File: config.mk
export PLATFORM = sky130hd
export DESIGN_NAME = bit_serializer
export DESIGN_NICKNAME = d
export VERILOG_FILES = /design/src/rtl/bit_serializer.sv
export SDC_FILE = /design/constraint.sdc
export NUM_CORES = 1
export LEC_CHECK = 0
export BUFFER_PORTS_ARGS = -buffer_cell sky130_fd_sc_hd__buf_2
export CORE_MARGIN = 4
export CORE_UTILIZATION = 45
export CTS_CLUSTER_DIAMETER = 200
export DETAILED_ROUTE_END_ITERATION = 6
export PLACE_DENSITY = 0.69
export SLEW_MARGIN = 10
export SYNTH_ARGS = -nofsm -noshare
export SYNTH_HDL_FRONTEND = slang
export SYNTH_SLANG_ARGS = --single-unit
export TNS_END_PERCENT = 1
File: constraint.sdc
create_clock -name clock -period 2 [get_ports clock]
set_input_delay 0.2 -clock clock [delete_from_list [all_inputs] [get_ports clock]]
set_output_delay 0.2 -clock clock [all_outputs]
set_load 0.005 [all_outputs]
File: src/rtl/bit_serializer.sv
// Bit serializer: parallel word in, timed serial bit stream out,
// with a valid/ready load handshake and an end-of-word pulse.
module bit_serializer #(
    parameter int WIDTH      = 8,
    parameter int BIT_CYCLES = 1,
    parameter bit MSB_FIRST  = 1'b1
) (
    input  logic             clock,
    input  logic             reset,
    input  logic [WIDTH-1:0] load_data,
    input  logic             load_valid,
    output logic             load_ready,
    output logic             x,
    output logic             x_valid,
    output logic             busy,
    output logic             done
);

    localparam int BW = (WIDTH > 1) ? $clog2(WIDTH) : 1;
    localparam int CW = (BIT_CYCLES > 1) ? $clog2(BIT_CYCLES) : 1;
    localparam logic [BW-1:0] BIT_LAST = BW'(WIDTH - 1);
    localparam logic [CW-1:0] CYC_LAST = CW'(BIT_CYCLES - 1);

    typedef enum logic [1:0] {
        IDLE  = 2'd0,
        SHIFT = 2'd1,
        LAST  = 2'd2
    } state_t;

    state_t           state;
    state_t           state_nxt;
    logic [WIDTH-1:0] sreg;
    logic [BW-1:0]    bit_cnt;
    logic [CW-1:0]    cyc_cnt;
    logic             accept;
    logic             bit_end;
    logic             word_end;

    assign accept   = load_valid && ((state == IDLE) || (state == LAST));
    assign bit_end  = (state == SHIFT) && (cyc_cnt == CYC_LAST);
    assign word_end = bit_end && (bit_cnt == BIT_LAST);

    always_ff @(posedge clock or posedge reset) begin
        if (reset) begin
            state <= IDLE;
        end else begin
            state <= state_nxt;
        end
    end

    // The 2'b11 encoding falls into the default and recovers to IDLE.
    always_comb begin
        state_nxt = IDLE;
        case (state)
            IDLE:    state_nxt = load_valid ? SHIFT : IDLE;
            SHIFT:   state_nxt = word_end ? LAST : SHIFT;
            LAST:    state_nxt = load_valid ? SHIFT : IDLE;
            default: state_nxt = IDLE;
        endcase
    end

    always_ff @(posedge clock or posedge reset) begin
        if (reset) begin
            sreg    <= '0;
            bit_cnt <= '0;
            cyc_cnt <= '0;
        end else if (accept) begin
            sreg    <= load_data;
            bit_cnt <= '0;
            cyc_cnt <= '0;
        end else if (state == SHIFT) begin
            if (bit_end) begin
                cyc_cnt <= '0;
                sreg    <= MSB_FIRST ? {sreg[WIDTH-2:0], 1'b0}
                                     : {1'b0, sreg[WIDTH-1:1]};
                // Hold on the final bit so the counter never wraps.
                if (!word_end) begin
                    bit_cnt <= bit_cnt + BW'(1);
                end
            end else begin
                cyc_cnt <= cyc_cnt + CW'(1);
            end
        end
    end

    assign busy       = (state == SHIFT);
    assign x_valid    = (state == SHIFT);
    assign done       = (state == LAST);
    assign load_ready = (state == IDLE) || (state == LAST);
    assign x          = (state == SHIFT) &&
                        (MSB_FIRST ? sreg[WIDTH-1] : sreg[0]);

endmodule

==> reports/summary.log, run 1 <==
[outcome] run status finished clean
[cells_and_area] share of post-route cells with drive strength above 1 25.3%
[die] Die X 46.8 um
[power_and_ir_drop] relative contribution of the clock network to total power 17.2%
[timing] largest clock skew in the final design 0.000840 ns
[logic_synthesis] average size of a mapped cell 9.95 sq um
[power_and_ir_drop] total leakage power 0.000407 uW
[placed_design] RePlAce Congestion 0.693
[grt] Total Routing Usage GR 12.3%
[cells_and_area] Layout Utilization 57.0%
[logic_synthesis] number of nets in the synthesized netlist 81
[worst_setup_path] cell seen most often among critical-path stages sky130_fd_sc_hd__ha_1
[route] length of the first detailed-routing pass in iterations 4
[clock_network] CTS buffer count 3
[placed_design] DPL Wire Length 866 um
[worst_setup_path] slowest CP cell sky130_fd_sc_hd__dfrtp_1
[logic_synthesis] register bit total from synthesis 14
[placed_design] Buffers on Ports 15
[clock_network] latest clock arrival within the worst-skew pair 0.28 ns
[grt] global-route wire length before repair 1.87 mm
[logic_synthesis] Warnings, synthesis 0
[route] overall via count from detail_route 511
[power_and_ir_drop] Pint 752 uW
[timing] minimum hold slack 0.117 ns
[die] die area 0.00219 sq mm
[power_and_ir_drop] areal power density over the cells 1510 mW/mm^2
[job] number of violations of the max-capacitance limit 0
[power_and_ir_drop] switching power 423 uW
[logic_synthesis] cell area after synthesis 677 sq um
[grt] global routing met1 resource utilization 17.2%
[worst_setup_path] largest delay contributor family on the critical path adder cells
[logic_synthesis] portion of the post-synthesis area used by sequential elements 51.8%
[timing] post-layout min period 1.51 ns
[timing] Setup TNS 0 ns
[grt] antenna violations before repair 0
[placed_design] Post-Place Cell Area 732 sq um
[die] vertical die dimension 46.8 um
[clock_network] number of buffers added for setup after CTS 0
[route] Antenna Violating Nets Remaining 0
[cells_and_area] Area growth, synth to finish 15.0%
[timing] hold violation count in the final report 0
[power_and_ir_drop] Total Power Consumption 1170 uW
[die] count of pins on the block boundary 16
[grt] M2 GR Usage 18.7%
[power_and_ir_drop] Logic pwr share 41.8%
[route] routed length per placed instance 11.9 um
[route] post-detailed-route DRC marker count 0
[cells_and_area] summed area of non-filler cells in the final layout 778 sq um
[worst_setup_path] Required @ worst endpoint 2.16 ns
[worst_setup_path] CP Max Fanout 5
[clock_network] level count of the clock H-tree 1
[timing] part of the cycle the worst path needs 75.7%
[grt] via count of the first global-routing pass 443
[worst_setup_path] cell chain of the critical path ha_1 > ha_1 > nor4b_4 > xnor2_1 > nor2_1
[worst_hold_path] worst min-delay path category in2reg
[cells_and_area] most frequent standard cell in the layout excluding fill and tap cells sky130_fd_sc_hd__buf_2
[cells_and_area] filler cell count 132
[worst_setup_path] arrival time worst endpoint 1.68 ns
[clock_network] post-cts gate resize count 0
[clock_network] sink count of the clock tree 14
[route] DR iter-0 viols 19
[timing] slew at the pin closest to its max-slew limit 0.512 ns
[die] count of standard-cell rows 13
[timing] final max-slew violation count 0
[grt] Overflow after GRT 0
[clock_network] TritonCTS clock tree built
[clock_network] worst-case clock buffer depth 2
[worst_setup_path] CP max stage delay 0.41 ns
[die] starting utilization of the core area 49.5%
[clock_network] clock root buffer sky130_fd_sc_hd__clkbuf_4
[power_and_ir_drop] register share of total power 40.9%
[grt] pin count of the biggest net entering global routing 17
[logic_synthesis] post-synthesis cell count 68
[power_and_ir_drop] net switching share of the total power 36.0%
[clock_network] clock transition at the register clock pins on the worst setup and hold paths after CTS 0.08 ns
[logic_synthesis] Cell variety after synth 22
[die] core area 0.00137 sq mm
[cells_and_area] Total Nets Final 97
[worst_setup_path] Startpoint Class flip-flop
[worst_setup_path] CP Capture Type flip-flop
[timing] Max Clock Freq 661 MHz
[route] Post-Route WL 1.16 mm
[timing] worst slew margin relative to its limit 65.8%
[timing] unrepaired setup endpoints after global routing false
[cells_and_area] top library cells by usage in the layout, fill and taps aside sky130_fd_sc_hd__buf_2 (15), sky130_fd_sc_hd__dfrtp_1 (14), sky130_fd_sc_hd__nor2_1 (10), sky130_fd_sc_hd__a21oi_1 (7)
[route] via count normalized by instance count 5.21
[power_and_ir_drop] worst vdd ir 836 uV
[timing] final setup fails 0
[cells_and_area] antenna cell count 0
[grt] highest-utilization routing layer at the global route stage met2
[worst_setup_path] total buffers and inverters traversed by the critical path 0
[grt] met3 track demand over resource 2.30%
[worst_setup_path] type of the worst setup path reg2reg
==> sequential cells by signal, indices dropped and copies added (netlist names) <==
name     count
state        2
sreg         8
cyc_cnt      1
bit_cnt      3
==> synth_stat cells <==
cell | n | share of area [%]
sky130_fd_sc_hd__and3_1 | 1 | 0.92
sky130_fd_sc_hd__buf_4 | 1 | 1.1
sky130_fd_sc_hd__inv_1 | 4 | 2.2
sky130_fd_sc_hd__buf_6 | 2 | 3.3
sky130_fd_sc_hd__ha_1 | 2 | 3.7
sky130_fd_sc_hd__or2b_1 | 1 | 1.1
sky130_fd_sc_hd__buf_2 | 1 | 0.74
sky130_fd_sc_hd__xnor2_1 | 1 | 1.3
sky130_fd_sc_hd__and2_1 | 1 | 0.92
sky130_fd_sc_hd__and2b_1 | 2 | 2.2
sky130_fd_sc_hd__o22ai_2 | 1 | 1.8
sky130_fd_sc_hd__nand2_1 | 6 | 3.3
sky130_fd_sc_hd__o21ai_0 | 3 | 2.2
sky130_fd_sc_hd__o22ai_1 | 6 | 5.5
sky130_fd_sc_hd__a21oi_1 | 7 | 5.2
sky130_fd_sc_hd__nand3_1 | 1 | 0.74
sky130_fd_sc_hd__or3b_1 | 1 | 1.3
sky130_fd_sc_hd__clkbuf_1 | 1 | 0.55
sky130_fd_sc_hd__dfrtp_1 | 14 | 52
sky130_fd_sc_hd__nor4b_4 | 1 | 3.5
sky130_fd_sc_hd__nor2_1 | 10 | 5.5
sky130_fd_sc_hd__nand2b_1 | 1 | 0.92
==> path summary, 6_finish.rpt <==
| path | depth (start not counted) | endpoint | startpoint | slack [ns] |
|---|---|---|---|---|
| setup / recovery | 5 | bit_cnt[0]$_DFFE_PP0P_ | bit_cnt[0]$_DFFE_PP0P_ | 0.49 |
| hold / removal | 3 | sreg[0]$_DFFE_PP0P_ | load_data[0] | 0.12 |
| hold reg to reg | 2 | sreg[0]$_DFFE_PP0P_ | sreg[0]$_DFFE_PP0P_ | 0.53 |
| max in group asynchronous | 3 | sreg[6]$_DFFE_PP0P_ | reset | 1.17 |
| min in group asynchronous | 3 | sreg[2]$_DFFE_PP0P_ | reset | 0.49 |
| setup reg to reg | 5 | bit_cnt[0]$_DFFE_PP0P_ | bit_cnt[0]$_DFFE_PP0P_ | 0.49 |
==> area by class of cell <==
class | count | area, sq um | area share (%)
clock buffers | 4 | 36.3 | 4.66
repair buffers | 16 | 85.1 | 10.9
inverters | 4 | 15.0 | 1.93
multi-input cells | 45 | 273 | 35.0
flip-flops and latches | 14 | 350 | 45.0
well taps | 15 | 18.8 | 2.41
==> metrics by stage <==
step | cells | setup slack (ns)
finish | 98 | 0.486
global route | 98 | 0.375
CTS | 98 | 0.462
detailed placement | 93 | 0.486
global placement | 93 | 0.506
floorplan | 68 | 0.609
==> tightest hold or removal path, cell delays in order <==
cell and delay, ns:
sky130_fd_sc_hd__buf_2 0.07, sky130_fd_sc_hd__nand2_1 0.04, sky130_fd_sc_hd__nand2_1 0.05
==> power by group through the flow <==
stage | Clock (uW) | Combinational, uW | Sequential (uW)
final | 202 | 491 | 481
after global routing | 219 | 571 | 502
after CTS | 206 | 500 | 482
after detailed placement | 0 | 496 | 488
after global placement | 0 | 478 | 484
after floorplan | 0 | 447 | 469
==> kinds of logic after synthesis <==
| group | Yosys count | share of synthesized area, % |
|---|---|---|
| adder cells (fa/ha/maj) | 2 | 3.70 |
| XOR/XNOR | 1 | 1.29 |
| AO/OA/AOI/OAI | 17 | 14.8 |
| buffers and inverters | 9 | 7.95 |
| AND/OR/NAND/NOR | 25 | 20.5 |
| flip-flops | 14 | 51.8 |
==> timing repair <==
item                       in CTS  in global routing
hold endpoints to repair       14                  0
setup endpoints to repair       0                  0
hold buffers                    1                  0
==> layer usage <==
metal	wire [um]	up-vias
met3	93	3
met2	490	19
met5	0	-
met4	19	0
li1	-	261
met1	560	228
(Power assumes the default switching activity.)
==> run 2: changes to the inputs <==
- PLACE_DENSITY: 0.69 -> 0.71
- clock period: 2 -> 1.3 ns (I/O delays scaled with it)
==> run 2 against run 1 <==
  * Highest routed layer unchanged
  * Clock skew grew 0.0028 ns
  * Design area grew 18%
  * Core utilization grew 11 points
  * Largest power group unchanged
  * Final cell count grew 10%
  * Routed wire length grew 17%
  * Combinational power grew 120%
  * Largest cell class unchanged
  * Clock power grew 55%
  * The flow now finishes with violations (negative setup slack)
  * Critical endpoint is now x
==> reports/summary.log, run 2 (synthesized netlist as in run 1, its figures left out) <==
[power_and_ir_drop] worst vdd ir 1140 uV [+36%]
[timing] final setup fails 14 [+14]
[cells_and_area] antenna cell count 0 [unchanged]
[cells_and_area] Total Nets Final 107 [+10%]
[power_and_ir_drop] total leakage power 0.000472 uW [+16%]
[die] count of standard-cell rows 13 [unchanged]
[grt] global routing met1 resource utilization 17.0% [-0.21 points]
[timing] part of the cycle the worst path needs 111%
[placed_design] number of cells after detailed placement 101 [+8.6%]
[worst_setup_path] arrival time worst endpoint 1.32 ns [-0.36 ns]
[worst_hold_path] Hold Startpoint load_data[0]
[worst_hold_path] worst min-delay path category in2reg
[clock_network] latest clock arrival within the worst-skew pair 0.28 ns [about the same]
[timing] post-layout min period 1.45 ns
[cells_and_area] number of flip-flops under the largest register name 8 [unchanged]
[cells_and_area] biggest regs sreg x8, bit_cnt x3, state x2
[die] core area 0.00137 sq mm [unchanged]
[clock_network] clock root buffer sky130_fd_sc_hd__clkbuf_4
[grt] pin count of the biggest net entering global routing 17 [unchanged]
[timing] Max Clock Freq 692 MHz
[worst_setup_path] type of the worst setup path reg2out
[timing] worst slew margin relative to its limit 64.3% [-1.5 points]
[cells_and_area] Final Non-Filler Cells 108 [+10%]
[clock_network] sink count of the clock tree 14 [unchanged]
[timing] minimum setup slack in the final design -0.145 ns [-0.632 ns]
[route] length of the first detailed-routing pass in iterations 2 [-2]
[cells_and_area] Area growth, synth to finish 36.2%
[clock_network] clock transition at the register clock pins on the worst setup and hold paths after CTS 0.09 ns [about the same]
[worst_hold_path] cell depth of the worst hold path 3 [unchanged]
[worst_setup_path] capture instance of the worst register-to-register path bit_cnt[0]$_DFFE_PP0P_
[route] overall via count from detail_route 546 [+6.8%]
[clock_network] CTS buffer count 3 [unchanged]
[cells_and_area] Layout Utilization 67.5% [+11 points]
[placed_design] Buffers on Ports 15 [unchanged]
[grt] Total Routing Usage GR 15.5% [+3.3 points]
[cells_and_area] top library cells by usage in the layout, fill and taps aside sky130_fd_sc_hd__dfrtp_1 (14), sky130_fd_sc_hd__buf_2 (14), sky130_fd_sc_hd__nor2_1 (10), sky130_fd_sc_hd__buf_4 (8)
[timing] unrepaired setup endpoints after global routing true
[worst_setup_path] flop-to-flop setup slack -0.13 ns [-0.62 ns]
[worst_setup_path] Required @ worst endpoint 1.17 ns [-0.99 ns]
[grt] met3 track demand over resource 3.45% [+1.1 points]
[clock_network] TritonCTS clock tree built
[job] number of violations of the max-capacitance limit 0 [unchanged]
[die] vertical die dimension 46.8 um [unchanged]
[worst_setup_path] Startpoint Class flip-flop
[worst_setup_path] Crit Reg-Reg Startpoint bit_cnt[1]$_DFFE_PP0P_
[grt] M2 GR Usage 28.5% [+9.8 points]
[grt] highest-utilization routing layer at the global route stage met2
[clock_network] level count of the clock H-tree 1 [unchanged]
[worst_setup_path] CP Max Fanout 3 [-2]
[timing] largest clock skew in the final design 0.00362 ns [+0.00278 ns]
[route] routed length per placed instance 12.6 um [+6.3%]
[timing] final max-slew violation count 0 [unchanged]
[grt] global-route wire length before repair 2.32 mm [+24%]
[placed_design] RePlAce Congestion 0.695 [+0.20%]
[die] count of pins on the block boundary 16 [unchanged]
[route] DR iter-0 viols 2 [-17]
[route] Post-Route WL 1.36 mm [+17%]
[outcome] violations in the final reports negative setup slack
[timing] hold violation count in the final report 0 [unchanged]
[worst_hold_path] endpoint of the worst hold path sreg[0]$_DFFE_PP0P_
[grt] antenna violations before repair 0 [unchanged]
[route] Antenna Violating Nets Remaining 0 [unchanged]
[worst_setup_path] CP Capture Type output port
[power_and_ir_drop] areal power density over the cells 2330 mW/mm^2 [+54%]
[clock_network] worst-case clock buffer depth 2 [unchanged]
[outcome] run status finished with violations
[die] starting utilization of the core area 49.5% [unchanged]
[grt] Overflow after GRT 0 [unchanged]
[die] Die X 46.8 um [unchanged]
[route] via count normalized by instance count 5.06 [-3.0%]
[placed_design] worst slack at placement -0.190 ns [-0.676 ns]
[timing] slew at the pin closest to its max-slew limit 0.534 ns [+0.0218 ns]
[cells_and_area] share of post-route cells with drive strength above 1 44.1% [+19 points]
[cells_and_area] register containing the most flip-flops in the final layout sreg
[route] post-detailed-route DRC marker count 0 [unchanged]
[grt] via count of the first global-routing pass 566 [+28%]
[worst_setup_path] r2r worst-path depth 5 [unchanged]
[die] die area 0.00219 sq mm [unchanged]
[cells_and_area] filler cell count 124 [-6.1%]
==> run 2: cell count changes in the layout (fill, tap and decap cells not counted), sizes merged <==
cell  change
buf      +10
==> run 2: cell type report <==
| class | count | area [sq um] | share of cell area (%) |
|---|---|---|---|
| Clock buffer | 4 | 36.3 | 3.93 |
| Sequential cell | 14 | 350 | 38.0 |
| Tap cell | 15 | 18.8 | 2.04 |
| Inverter | 4 | 15.0 | 1.63 |
| Multi-Input combinational cell | 45 | 328 | 35.5 |
| Timing Repair Buffer | 26 | 174 | 18.9 |
==> run 2: worst max path at each step <==
stage / start / end / slack [ns]
final: state[1]$_DFF_PP0_ / x / -0.15
after global routing: bit_cnt[1]$_DFFE_PP0P_ / bit_cnt[0]$_DFFE_PP0P_ / -0.22
after CTS: state[1]$_DFF_PP0_ / x / -0.15
after detailed placement: bit_cnt[1]$_DFFE_PP0P_ / bit_cnt[0]$_DFFE_PP0P_ / -0.19
after global placement: bit_cnt[1]$_DFFE_PP0P_ / bit_cnt[0]$_DFFE_PP0P_ / -0.12
after floorplan: bit_cnt[0]$_DFFE_PP0P_ / bit_cnt[0]$_DFFE_PP0P_ / -0.08
==> run 2: power by group <==
| group | switching (uW) | internal [uW] | total [uW] | leakage [uW] |
|---|---|---|---|---|
| Combinational | 492 | 594 | 1090 | 0.000280 |
| Clock | 144 | 170 | 314 | 0.0000210 |
| Sequential | 122 | 627 | 749 | 0.000171 |
==> run 2: per-layer routing <==
layer  vias to the layer above  part of all wire [%]
met1                       251                    42
li1                        278                     -
met2                        13                    51
met3                         4                   5.1
met4                         0                   1.2
met5                         -                     0
==> run 2: repair_timing <==
| action | in CTS | in global routing |
|---|---|---|
| pin swaps | 2 | 0 |
| hold endpoints to repair | 14 | 0 |
| resized for setup | 9 | 2 |
| hold buffers | 1 | 0 |
| endpoints found under the setup margin | 7 | 15 |
| buffers inserted | 2 | 0 |
==> run 2: through the flow <==
step                      setup TNS [ns]  total power, uW  hold slack, ns  cell area, sq um
after CTS                         -0.643             2140          0.0418               913
after floorplan                   -0.118             1440          0.0192               692
after detailed placement          -0.421             1680           0.200               807
after global routing               -1.72             2350          0.0725               922
final                             -0.600             2150          0.0476               922
after global placement            -0.248             1620           0.192               807
==> run 2: worst max-delay path, stage by stage (launching register included) <==
cell	delay, ns
sky130_fd_sc_hd__dfrtp_1	0.39
sky130_fd_sc_hd__buf_6	0.12
sky130_fd_sc_hd__or2b_1	0.25
sky130_fd_sc_hd__inv_2	0.07
sky130_fd_sc_hd__and2_4	0.13
sky130_fd_sc_hd__buf_6	0.08
